`config.mk`:
```
export PLATFORM = sky130hd
export DESIGN_NAME = alu_issue_ctrl
export DESIGN_NICKNAME = d
export VERILOG_FILES = /design/src/rtl/alu_issue_ctrl.sv
export SDC_FILE = /design/constraint.sdc
export NUM_CORES = 1
export LEC_CHECK = 0
export CELL_PAD_IN_SITES_DETAIL_PLACEMENT = 1
export CELL_PAD_IN_SITES_GLOBAL_PLACEMENT = 1
export CORE_AREA = 2 2 190 192
export DETAILED_ROUTE_END_ITERATION = 7
export DIE_AREA = 0 0 192 194
export GPL_ROUTABILITY_DRIVEN = 1
export GPL_TIMING_DRIVEN = 0
export HOLD_SLACK_MARGIN = 0.05
export PLACE_DENSITY_LB_ADDON = 0.1
export SETUP_SLACK_MARGIN = 0.4
export SYNTH_ARGS = -nofsm -noshare
export SYNTH_HDL_FRONTEND = slang
export SYNTH_SLANG_ARGS = --single-unit
```
`constraint.sdc`:
```
create_clock -name clk -period 4.8 [get_ports clk]
set_input_delay 0.48 -clock clk [delete_from_list [all_inputs] [get_ports clk]]
set_output_delay 0.48 -clock clk [all_outputs]
set_load 0.01 [all_outputs]
```
`src/rtl/alu_issue_ctrl.sv`:
```
// Issue/response sequencer in front of the integer ALU: decodes one RV64I OP/OP-IMM/BRANCH
// request, drives registered ALU operands, then returns result, branch decision and illegal flag.
module alu_issue_ctrl #(
    parameter int WORDSIZE = 64
) (
    input  logic                clk,
    input  logic                rst_n,
    input  logic                req_valid,
    output logic                req_ready,
    input  logic [6:0]          req_opcode,
    input  logic [2:0]          req_funct3,
    input  logic [6:0]          req_funct7,
    input  logic [WORDSIZE-1:0] req_rs1,
    input  logic [WORDSIZE-1:0] req_rs2,
    input  logic [WORDSIZE-1:0] req_imm,
    output logic [WORDSIZE-1:0] alu_input_a,
    output logic [WORDSIZE-1:0] alu_input_b,
    output logic [5:0]          alu_operation,
    input  logic [WORDSIZE-1:0] alu_result,
    input  logic                alu_flag_equal,
    input  logic                alu_flag_not_equal,
    input  logic                alu_flag_less,
    input  logic                alu_flag_u_less,
    output logic                rsp_valid,
    input  logic                rsp_ready,
    output logic [WORDSIZE-1:0] rsp_result,
    output logic                rsp_branch_taken,
    output logic                rsp_illegal
);

    localparam logic [6:0] OPC_OP     = 7'b0110011;
    localparam logic [6:0] OPC_OP_IMM = 7'b0010011;
    localparam logic [6:0] OPC_BRANCH = 7'b1100011;

    localparam logic [5:0] ALU_ADD = 6'b00_0000;
    localparam logic [5:0] ALU_SUB = 6'b00_0001;
    localparam logic [5:0] ALU_XOR = 6'b10_0011;
    localparam logic [5:0] ALU_OR  = 6'b10_0001;
    localparam logic [5:0] ALU_AND = 6'b10_0000;
    localparam logic [5:0] ALU_SLL = 6'b11_0011;
    localparam logic [5:0] ALU_SRL = 6'b11_0010;
    localparam logic [5:0] ALU_SRA = 6'b11_0000;

    typedef enum logic [1:0] {IDLE, EXEC, RESP} state_t;
    typedef enum logic [2:0] {CLS_ALU, CLS_SLT, CLS_SLTU, CLS_BR, CLS_ILL} cls_t;

    state_t                state_q, state_d;
    cls_t                  cls_q, cls_d;
    logic [2:0]            funct3_q, funct3_d;
    logic [5:0]            op_q, op_d;
    logic [WORDSIZE-1:0]   a_q, a_d;
    logic [WORDSIZE-1:0]   b_q, b_d;
    logic [WORDSIZE-1:0]   result_q, result_d;
    logic                  taken_q, taken_d;
    logic                  illegal_q, illegal_d;

    cls_t                  dec_cls;
    logic [5:0]            dec_op;
    logic [WORDSIZE-1:0]   dec_a;
    logic [WORDSIZE-1:0]   dec_b;
    logic                  is_op;
    logic [WORDSIZE-1:0]   src_b;

    // Only funct7[5] selects behaviour; the remaining bits are deliberately don't-care.
    logic unused_funct7;
    assign unused_funct7 = ^{req_funct7[6], req_funct7[4:0]};

    function automatic logic [WORDSIZE-1:0] shamt_of(input logic [WORDSIZE-1:0] v);
        return {{(WORDSIZE-6){1'b0}}, v[5:0]};
    endfunction

    function automatic logic branch_cond(input logic [2:0] f3, input logic eq, input logic ne,
                                         input logic lt, input logic ult);
        logic c;
        case (f3)
            3'b000:  c = eq;
            3'b001:  c = ne;
            3'b100:  c = lt;
            3'b101:  c = !lt;
            3'b110:  c = ult;
            3'b111:  c = !ult;
            default: c = 1'b0;
        endcase
        return c;
    endfunction

    always_comb begin
        dec_cls = CLS_ILL;
        dec_op  = ALU_ADD;
        dec_a   = '0;
        dec_b   = '0;
        is_op   = (req_opcode == OPC_OP);
        src_b   = is_op ? req_rs2 : req_imm;
        if (is_op || req_opcode == OPC_OP_IMM) begin
            dec_cls = CLS_ALU;
            dec_a   = req_rs1;
            dec_b   = src_b;
            case (req_funct3)
                3'b000: dec_op = (is_op && req_funct7[5]) ? ALU_SUB : ALU_ADD;
                3'b100: dec_op = ALU_XOR;
                3'b110: dec_op = ALU_OR;
                3'b111: dec_op = ALU_AND;
                3'b001: begin
                    dec_op = ALU_SLL;
                    dec_b  = shamt_of(src_b);
                end
                3'b101: begin
                    dec_op = req_funct7[5] ? ALU_SRA : ALU_SRL;
                    dec_b  = shamt_of(src_b);
                end
                3'b010: begin
                    dec_op  = ALU_SUB;
                    dec_cls = CLS_SLT;
                end
                default: begin
                    dec_op  = ALU_SUB;
                    dec_cls = CLS_SLTU;
                end
            endcase
        end else if (req_opcode == OPC_BRANCH && req_funct3[2:1] != 2'b01) begin
            dec_cls = CLS_BR;
            dec_op  = ALU_SUB;
            dec_a   = req_rs1;
            dec_b   = req_rs2;
        end
    end

    always_comb begin
        state_d   = state_q;
        cls_d     = cls_q;
        funct3_d  = funct3_q;
        op_d      = op_q;
        a_d       = a_q;
        b_d       = b_q;
        result_d  = result_q;
        taken_d   = taken_q;
        illegal_d = illegal_q;
        case (state_q)
            IDLE: begin
                if (req_valid) begin
                    state_d  = EXEC;
                    cls_d    = dec_cls;
                    funct3_d = req_funct3;
                    op_d     = dec_op;
                    a_d      = dec_a;
                    b_d      = dec_b;
                end
            end
            EXEC: begin
                state_d   = RESP;
                taken_d   = 1'b0;
                illegal_d = 1'b0;
                case (cls_q)
                    CLS_ALU:  result_d = alu_result;
                    CLS_SLT:  result_d = {{(WORDSIZE-1){1'b0}}, alu_flag_less};
                    CLS_SLTU: result_d = {{(WORDSIZE-1){1'b0}}, alu_flag_u_less};
                    CLS_BR: begin
                        result_d = '0;
                        taken_d  = branch_cond(funct3_q, alu_flag_equal, alu_flag_not_equal,
                                               alu_flag_less, alu_flag_u_less);
                    end
                    default: begin
                        result_d  = '0;
                        illegal_d = 1'b1;
                    end
                endcase
            end
            RESP: begin
                if (rsp_ready) begin
                    state_d = IDLE;
                end
            end
            default: state_d = IDLE;
        endcase
    end

    always_ff @(posedge clk or negedge rst_n) begin
        if (!rst_n) begin
            state_q   <= IDLE;
            cls_q     <= CLS_ALU;
            funct3_q  <= '0;
            op_q      <= '0;
            a_q       <= '0;
            b_q       <= '0;
            result_q  <= '0;
            taken_q   <= 1'b0;
            illegal_q <= 1'b0;
        end else begin
            state_q   <= state_d;
            cls_q     <= cls_d;
            funct3_q  <= funct3_d;
            op_q      <= op_d;
            a_q       <= a_d;
            b_q       <= b_d;
            result_q  <= result_d;
            taken_q   <= taken_d;
            illegal_q <= illegal_d;
        end
    end

    assign req_ready        = (state_q == IDLE);
    assign rsp_valid        = (state_q == RESP);
    assign alu_operation    = op_q;
    assign alu_input_a      = a_q;
    assign alu_input_b      = b_q;
    assign rsp_result       = result_q;
    assign rsp_branch_taken = taken_q;
    assign rsp_illegal      = illegal_q;

endmodule

```
==> results of run 1 <==
==> cell type report <==
cell class | instances | area [sq um] | share of cell area
sequential | 206 | 5150 | 0.353
buffer | 58 | 317 | 0.0217
clock buffer | 38 | 787 | 0.0539
timing repair buffer | 475 | 4780 | 0.327
inverter | 4 | 17.5 | 0.00120
multi-input combinational | 455 | 2840 | 0.194
clock inverter | 11 | 138 | 0.00942
tap | 461 | 577 | 0.0395
antenna | 2 | 5.00 | 0.000343
==> kinds of logic after synthesis <==
| group | after synthesis | synth area share |
|---|---|---|
| buffers and inverters | 62 | 0.0401 |
| muxes | 4 | 0.00496 |
| xor gates and xnor gates | 1 | 0.00105 |
| and+or+nand+nor | 238 | 0.138 |
| other | 1 | 0.000450 |
| DFF | 206 | 0.619 |
| AOI/OAI and AO/OA | 210 | 0.197 |
==> path summary, 6_finish.rpt <==
path,start,end,slack [ns],cells after the start
min in group asynchronous,rst_n,alu_input_a[60]$_DFFE_PN0P_,0.58,2
hold reg to reg,alu_operation[5]$_DFFE_PN0P_,alu_operation[5]$_DFFE_PN0P_,0.49,2
hold / removal,req_funct3[0],funct3_q[0]$_DFFE_PN0P_,0.24,3
setup / recovery,state_q[0]$_DFFE_PN0P_,rsp_valid,2.58,3
setup reg to reg,state_q[1]$_DFFE_PN0P_,alu_input_b[1]$_DFFE_PN0P_,2.70,7
max in group asynchronous,rst_n,alu_operation[0]$_DFFE_PN0P_,3.12,3
==> where the power goes <==
part	total (mW)	internal, mW	leakage [nW]	switching, mW
sequential	2.41	2.17	2.79	0.239
clock	2.10	1.30	0.463	0.801
combinational	2.46	1.31	3.03	1.15
total	6.97	4.78	6.28	2.19
==> cells in the mapped netlist (2+ instances only) <==
cell / n
a21oi_1: 66
a221o_1: 64
a22o_1: 63
and3_1: 2
buf_1: 3
buf_2: 19
buf_4: 6
buf_6: 7
clkbuf_1: 23
dfrtp_1: 206
inv_1: 3
mux2i_1: 3
nand2_1: 145
nand2b_1: 5
nand3b_1: 2
nor2_1: 8
nor2b_1: 67
nor3_1: 2
o21ai_0: 6
o22ai_1: 2
o31ai_1: 2
==> state kept, by name, summed over array words and instances, names as in the netlist <==
name              flops
alu_input_a          64
alu_operation         4
rsp_result           64
rsp_branch_taken      1
alu_input_b          64
funct3_q              3
cls_q                 3
state_q               2
rsp_illegal           1
==> worst register-to-register path: stages (launching register included) <==
cell	delay, ns
dfrtp_1	0.41
nor2_4	0.13
nand2_2	0.12
inv_4	0.17
buf_4	0.22
nand2_1	0.13
nor2_1	0.59
a221o_1	0.26
==> metal layers <==
layer / routed length [um] / vias up
met1: 13100 / 3801
met5: 34 / -
met4: 665 / 6
li1: - / 3582
met3: 3760 / 47
met2: 17200 / 295
==> stage by stage <==
stage / TNS (ns) / setup WS (ns) / hold slack (ns)
after detailed placement: 0 / 2.23 / 0.481
after global placement: -1361.27 / -6.64 / 0.462
after floorplan: 0 / 3.16 / 0.184
after global routing: 0 / 2.52 / 0.238
final: 0 / 2.58 / 0.242
after CTS: 0 / 2.55 / 0.210
==> repair_timing <==
item / 4_1_cts / 5_1_grt
setup endpoints to repair: 0 / 0
hold buffers: 1 / 0
gates resized for setup: 0 / 0
endpoints found under the hold margin: 45 / 0
==> flow_summary.json, run 1 <==
{
  "drt_wl_total_um": 34800,
  "synth_top_area_frac": 0.619,
  "rsz0062_at_grt": "false",
  "p_total_mw": 6.97,
  "critical_path_required_ns": 4.32,
  "ios": 483,
  "cp_max_fo": 3,
  "finalSetupViolCount": 0,
  "cts_tree": "yes",
  "grt_max_degree": 110,
  "clkTransAtPathRegs_ns": 0.06,
  "cp.buffers_inverters": 2,
  "htree_levels": 1,
  "via_per_inst": 4.52,
  "slew_headroom": 0.452,
  "netlist_area_sq_mm": 0.00832,
  "finClkSkew_ns": 0.0148,
  "fill_cells": 3855,
  "synth_enable_flop_cells": 0,
  "drv_cap": 0,
  "firstDrtPassIters": 4,
  "yosys_warnings": 0,
  "outcome": "finished clean",
  "fin_crit_sh": 0.462,
  "worst_setup_path_end_kind": "primary output",
  "synth-seq-cells": 206,
  "yosys.cell_types.count": 39,
  "gp_congestion": 0.740,
  "crit_chain": "nand2b_1 > inv_1 > clkdlybuf4s50_1",
  "drtAntennaViolNets": 0,
  "seq_area_frac_synth": 0.619,
  "clock-sinks": 206,
  "grtUsageMet3": 0.0766,
  "io_buffers": 473,
  "synth_top_area_cell": "dfrtp_1",
  "vdd_drop_max_uv": 291,
  "cpLargestDelayFamily": "buffers and inverters",
  "post-cts-setup-buffers": 0,
  "drive_gt1_frac": 0.0706,
  "routedWlPerCell_um": 20.4,
  "worstSetupPathType": "reg -> out",
  "min_path_type": "in -> reg",
  "layout.cells.non_filler": 1710,
  "critPathMaxStageDelay_ns": 0.57,
  "drv_slew": 0,
  "cts_buffers": 27,
  "drc": 0,
  "worst_setup_path_start_kind": "flop",
  "finalCoreUtilization": 0.415,
  "synthCells": 722,
  "drtIter0Drc": 212,
  "start_util": 0.236,
  "antenna_found_initial": 5,
  "root_buffer": "clkbuf_16",
  "use_met1": 0.201,
  "layout_commonest_cell": "clkdlybuf4s50_1",
  "fin_crit_ns": 2.22,
  "dpl.cell_count": 1658,
  "die_w_um": 192,
  "worst_ep_arrival_time_ns": 1.74,
  "synthArstFlopShare": 1.00,
  "tightest_slew_ns": 0.822,
  "dieArea_sq_mm": 0.0372,
  "final_cell_mix": "clkdlybuf4s50_1, dfrtp_1, nand2_1",
  "clockBufferDepth": 3,
  "num_rows": 69,
  "slowest_stage": "clkdlybuf4s50_1",
  "leakage_nw": 6.28,
  "place_area_sq_mm": 0.0137,
  "p_per_area_mw_per_mm2": 477,
  "grt-ovfl-total": 0,
  "dieHeight_um": 194,
  "vias": 7731,
  "yosys-top-cells-area": "dfrtp_1, a221o_1, a22o_1",
  "finalHoldViolations": 0,
  "clock_latency_ns": 0.54,
  "grt_pass1_wl_um": 52200,
  "design_area_sq_mm": 0.0146,
  "synth_area_per_cell_sq_um": 11.5,
  "fin_nets": 1508,
  "grt_pass1_vias": 8565,
  "clock.fmax_mhz": 451,
  "coreArea_sq_mm": 0.0352,
  "hpwl_um": 26300,
  "grtUsageTotal": 0.182,
  "ys.flop_type": "dfrtp_1",
  "syn_to_final_growth_pct": 75.5,
  "busiest_layer": "met2",
  "met2_usage": 0.323
}
No activity file was read; power rests on OpenSTA's default activity.
==> inputs of run 2 (changes only) <==
Clock period 4.8 ns to 2.3 ns, I/O delays scaled along.
==> run 2 against run 1 <==
Critical path depth grew 4. Clock skew grew 0.0015 ns. Largest cell class is now non-clock buffers. Cell count grew 0.47%. Total power grew 110%. First-iteration DRC count grew 2.4%. Via count grew 0.56%. Core utilization grew 0.35 points. Largest power group unchanged. Sequential share of layout area shrank 0.29 points.
==> flow_summary.json, run 2 (synthesis gave the netlist of run 1 again) <==
{
  "outcome": "finished clean",
  "fin_crit_ns": 1.76,
  "dieArea_sq_mm": 0.0372,
  "via_per_inst": 4.53,
  "slowest_stage": "dfrtp_1",
  "vias": 7774,
  "post-place-ws_ns": -0.0206,
  "clock-sinks": 206,
  "hp-start": "req_rs1[37]",
  "drive_gt1_frac": 0.0829,
  "netSwitchingFraction": 0.315,
  "grt_pass1_vias": 8570,
  "dpl.cell_count": 1658,
  "layout_commonest_cell": "clkdlybuf4s50_1",
  "fin_nets": 1516,
  "cpLargestDelayFamily": "buffers and inverters",
  "drtIter0Drc": 217,
  "syn_to_final_growth_pct": 77.0,
  "tns_ns": 0,
  "p_per_area_mw_per_mm2": 992,
  "setup_ws_ns": 0.535,
  "antenna_found_initial": 5,
  "vdd_drop_max_uv": 608,
  "drtAntennaViolNets": 0,
  "critPathMaxStageDelay_ns": 0.41,
  "clock_latency_ns": 0.54,
  "ios": 483,
  "die_w_um": 192,
  "slew_headroom": 0.451,
  "io_buffers": 473,
  "cp_max_fo": 10,
  "gp_congestion": 0.740,
  "cts_buffers": 27,
  "coreArea_sq_mm": 0.0352,
  "drt_wl_total_um": 35000,
  "fill_cells": 3855,
  "hpwl_um": 26300,
  "fin_crit_sh": 0.767,
  "p_comb_frac": 0.355,
  "finClkSkew_ns": 0.0162,
  "switchingPower_mw": 4.60,
  "grt_max_degree": 110,
  "rsz0062_at_grt": "true",
  "tightest_slew_ns": 0.824,
  "clock.fmax_mhz": 567,
  "critical_path_required_ns": 2.72,
  "clkTransAtPathRegs_ns": 0.06,
  "finalHoldViolations": 0,
  "drv_slew": 0,
  "grt-ovfl-total": 0,
  "cell_internal_pwr_mw": 10.0,
  "r2r-start": "state_q[1]$_DFFE_PN0P_",
  "route.met2.wl_um": 17300,
  "worstSetupPathType": "reg -> reg",
  "min_path_type": "in -> reg",
  "root_buffer": "clkbuf_16",
  "worst_ep_arrival_time_ns": 2.18,
  "hold_end": "alu_input_a[37]$_DFFE_PN0P_",
  "routedWlPerCell_um": 20.4,
  "route.met3.wl_um": 3770,
  "drc": 0,
  "layout.cells.non_filler": 1718,
  "cp.buffers_inverters": 3,
  "finalSetupViolCount": 0,
  "r2r-end": "alu_input_b[24]$_DFFE_PN0P_",
  "crit_chain": "nor2_4 > nand2_2 > clkinv_4 > buf_12 > buf_1 > nor2b_1 > a221o_1",
  "grtUsageTotal": 0.182,
  "clockBufferDepth": 3,
  "worst_setup_path_end_kind": "flop",
  "final_cell_mix": "clkdlybuf4s50_1, dfrtp_1, nand2_1",
  "num_rows": 69,
  "leakage_nw": 6.36,
  "cts_tree": "yes",
  "start_util": 0.236,
  "drv_cap": 0,
  "hold_path_depth": 3,
  "p_seq_frac": 0.344,
  "worst_setup_path_start_kind": "flop",
  "r2r_cells": 7,
  "htree_levels": 1,
  "r2r_slack_ns": 0.54,
  "clkPwrFrac": 0.300,
  "grt_pass1_wl_um": 52200,
  "holdWs_ns": 0.237,
  "top_layer_used": "met5",
  "firstDrtPassIters": 4,
  "wl_met1_um": 13200,
  "dieHeight_um": 194,
  "p_total_mw": 14.6
}
## run 2: per-layer routing
layer / GRT usage / up-vias
li1: - / 3604
met4: 0.0418 / 6
met5: 0 / -
met1: 0.202 / 3818
met3: 0.0764 / 47
met2: 0.323 / 299
## run 2: worst register-to-register path: cells and delay by family, from the launching register on
family                 cells  cell delay (ns)
AND/OR/NAND/NOR            3             0.36
AO/OA/AOI/OAI              1             0.27
buffers and inverters      3             0.61
flip-flops                 1             0.41
## run 2: repair_timing
item / in CTS / in global routing
resized for setup: 17 / 8
hold buffers: 2 / 0
setup buffers: 0 / 7
endpoints found under the setup margin: 115 / 118
pin swaps: 1 / 2
hold endpoints to repair: 100 / 0
## run 2: cell type report
| class | instances | area, sq um | area share |
|---|---|---|---|
| plain buffers | 58 | 344 | 0.0234 |
| clock inverters | 11 | 138 | 0.00934 |
| flip-flops and latches | 206 | 5150 | 0.350 |
| well taps | 461 | 577 | 0.0391 |
| inverters | 4 | 20.0 | 0.00136 |
| clock buffers | 38 | 787 | 0.0534 |
| multi-input cells | 455 | 2860 | 0.194 |
| repair buffers | 483 | 4850 | 0.329 |
| diodes | 2 | 5.00 | 0.000340 |
## run 2: worst max-delay path by stage
stage                           startpoint                     endpoint  slack (ns)  cells past startpoint
finish              state_q[1]$_DFFE_PN0P_  alu_input_b[24]$_DFFE_PN0P_        0.54                      7
global placement                     rst_n  alu_input_b[33]$_DFFE_PN0P_       -8.89                      1
detailed placement           req_opcode[2]  alu_input_b[30]$_DFFE_PN0P_       -0.02                      6
CTS                 state_q[1]$_DFFE_PN0P_   alu_input_b[4]$_DFFE_PN0P_        0.39                      6
global route        state_q[1]$_DFFE_PN0P_  alu_input_b[30]$_DFFE_PN0P_        0.39                      7
floorplan           state_q[1]$_DFFE_PN0P_  alu_input_b[43]$_DFFE_PN0P_        0.76                      8
## run 2: through the flow
step                      instance area (sq um)   util
after floorplan                            8330      -
after global placement                    13600  0.387
after detailed placement                  13700  0.388
after CTS                                 14700  0.416
after global routing                      14700  0.418
final                                     14700  0.418
## run 2: power by group through the flow
| stage | registers [mW] | clock network (mW) | logic, mW |
|---|---|---|---|
| floorplan | 5.48 | 0 | 1.71 |
| global route | 5.17 | 4.67 | 5.64 |
| global placement | 5.08 | 0 | 5.23 |
| detailed placement | 5.10 | 0 | 5.24 |
| finish | 5.03 | 4.39 | 5.19 |
| CTS | 5.05 | 4.53 | 5.27 |
==> inputs of run 3 (changes only) <==
Clock period 2.3 ns to 1.4 ns, I/O delays scaled along.
==> run 3 against run 2 <==
The run now ends with hold timing, setup timing left. Worst hold slack got worse by 0.58 ns. Maximum frequency increased by 8.4%. Sequential share of layout area decreased by 2.2 points. Total power increased by 75%. Critical path depth increased by 2. Cell area increased by 6.8%. Core utilization increased by 2.8 points. Via count increased by 4.8%. Die area unchanged. Cell count increased by 4.6%. First-iteration DRC count increased by 12%. Highest routed layer unchanged.
==> flow_summary.json, run 3 (synthesis gave the netlist of run 1 again) <==
{
  "outcome": "finished with violations",
  "violations": "hold timing, setup timing",
  "grt_pass1_vias": 8828,
  "antenna_found_initial": 5,
  "cell_internal_pwr_mw": 17.3,
  "cts_buffers": 26,
  "min_path_type": "in -> async",
  "num_rows": 69,
  "finalSetupViolCount": 189,
  "drv_cap": 0,
  "root_buffer": "clkbuf_16",
  "final_cell_mix": "clkdlybuf4s50_1, dfrtp_1, nand2_1",
  "hpwl_um": 26400,
  "clock-sinks": 206,
  "leakage_nw": 7.43,
  "p_comb_frac": 0.408,
  "grt_max_degree": 112,
  "fin_nets": 1596,
  "ios": 483,
  "layout_commonest_cell": "clkdlybuf4s50_1",
  "coreArea_sq_mm": 0.0352,
  "drtIter0Drc": 244,
  "switchingPower_mw": 8.26,
  "worst_setup_path_end_kind": "flop",
  "clockBufferDepth": 3,
  "dieHeight_um": 194,
  "firstDrtPassIters": 4,
  "drive_gt1_frac": 0.303,
  "grt-ovfl-total": 0,
  "holdBufCountCts": 2,
  "worst_setup_path_start_kind": "flop",
  "worst_ep_arrival_time_ns": 2.03,
  "clkPwrFrac": 0.264,
  "drc": 0,
  "clock.fmax_mhz": 614,
  "finalCoreUtilization": 0.447,
  "rsz0062_at_grt": "true",
  "vdd_drop_max_uv": 841,
  "netSwitchingFraction": 0.323,
  "cp_max_fo": 10,
  "vias": 8149,
  "fill_cells": 3854,
  "p_seq_frac": 0.328,
  "r2r_slack_ns": -0.23,
  "die_w_um": 192,
  "critical_path_required_ns": 1.81,
  "clkTransAtPathRegs_ns": 0.05,
  "routedWlPerCell_um": 20.5,
  "drt_wl_total_um": 36900,
  "grtUsageTotal": 0.185,
  "fin_crit_ns": 1.63,
  "clock_latency_ns": 0.52,
  "p_total_mw": 25.6,
  "dieArea_sq_mm": 0.0372,
  "drv_slew": 0,
  "finClkSkew_ns": 0.0104,
  "drtAntennaViolNets": 0,
  "slew_headroom": 0.461,
  "via_per_inst": 4.53,
  "holdWs_ns": -0.347,
  "start_util": 0.236,
  "finalHoldViolations": 95,
  "cts_tree": "yes",
  "worstSetupPathType": "reg -> reg",
  "grt_pass1_wl_um": 53400,
  "p_per_area_mw_per_mm2": 1620,
  "gp_congestion": 0.768,
  "syn_to_final_growth_pct": 89.0,
  "fin_crit_sh": 1.16,
  "setup_ws_ns": -0.228,
  "htree_levels": 1,
  "tightest_slew_ns": 0.808,
  "io_buffers": 473
}
-- run 3: changes by cell type in the layout (fill, tap and decap cells not counted), moves of 13 or more --
cell	before	now
clkdlybuf4s50_1	470	272
clkbuf_2	7	90
buf_6	9	90
buf_4	12	69
a21oi_1	66	28
a21oi_2	0	38
dlygate4sd2_1	2	32
buf_8	1	19
clkbuf_16	27	40
-- run 3: per-stage QoR --
stage | worst slack (ns) | instances | cell area [sq um] | TNS [ns]
4_1_cts | -0.212 | 1727 | 15200 | -50.59
5_1_grt | -0.311 | 1796 | 15700 | -44.85
6_report | -0.228 | 1797 | 15700 | -26.58
3_3_place_gp | -9.55 | 1657 | 13900 | -2073.60
2_1_floorplan | -0.114 | 723 | 8590 | -7.00
3_5_place_dp | -0.812 | 1658 | 13900 | -109.71
-- run 3: what timing repair did --
item	4_1_cts	5_1_grt
gates resized for setup	275	455
gates cloned	2	11
endpoints found under the setup margin	406	406
buffers inserted	21	54
endpoints found under the hold margin	100	95
pin swaps	10	12
-- run 3: final cells by class --
| class | count | area, sq um | share of cell area |
|---|---|---|---|
| clock buffers | 40 | 774 | 0.0492 |
| flip-flops and latches | 206 | 5150 | 0.328 |
| well taps | 461 | 577 | 0.0367 |
| repair buffers | 564 | 5320 | 0.338 |
| clock inverters | 4 | 73.8 | 0.00469 |
| diodes | 5 | 12.5 | 0.000795 |
| inverters | 4 | 22.5 | 0.00143 |
| plain buffers | 58 | 732 | 0.0465 |
| multi-input cells | 455 | 3070 | 0.195 |
-- run 3: worst max-delay path, cell delays in order (launching register included) --
cell and delay, ns:
dfrtp_1 0.40, nor2_4 0.14, nand2_4 0.10, inv_8 0.09, buf_4 0.11, nand2_2 0.05
o22ai_4 0.23, buf_12 0.20, buf_8 0.14, a21oi_1 0.05
-- run 3: power groups by stage --
stage               clock network [mW]  logic, mW  registers, mW
finish                            6.74       10.4           8.38
global route                      7.21       11.3           8.55
CTS                               6.97       9.43           8.34
detailed placement                   0       9.11           8.40
global placement                     0       9.07           8.35
floorplan                            0       3.31           9.00
-- run 3: metal layers --
layer / wire [um] / vias up / GRT usage
li1: - / 3776 / -
met1: 14000 / 4019 / 0.209
met2: 18400 / 304 / 0.325
met3: 3580 / 48 / 0.0673
met4: 863 / 2 / 0.0532
met5: 13 / - / 0
-- run 3: worst paths after layout --
| path | startpoint | to | cells after the start |
|---|---|---|---|
| setup / recovery | state_q[0]$_DFFE_PN0P_ | alu_input_a[59]$_DFFE_PN0P_ | 9 |
| hold / removal | rst_n | alu_input_a[0]$_DFFE_PN0P_ | 1 |
| setup reg to reg | state_q[0]$_DFFE_PN0P_ | alu_input_a[59]$_DFFE_PN0P_ | 9 |
| hold reg to reg | alu_operation[1]$_DFFE_PN0P_ | alu_operation[1]$_DFFE_PN0P_ | 2 |
| max in group asynchronous | rst_n | alu_operation[1]$_DFFE_PN0P_ | 2 |
| min in group clk | req_funct3[0] | alu_operation[5]$_DFFE_PN0P_ | 4 |
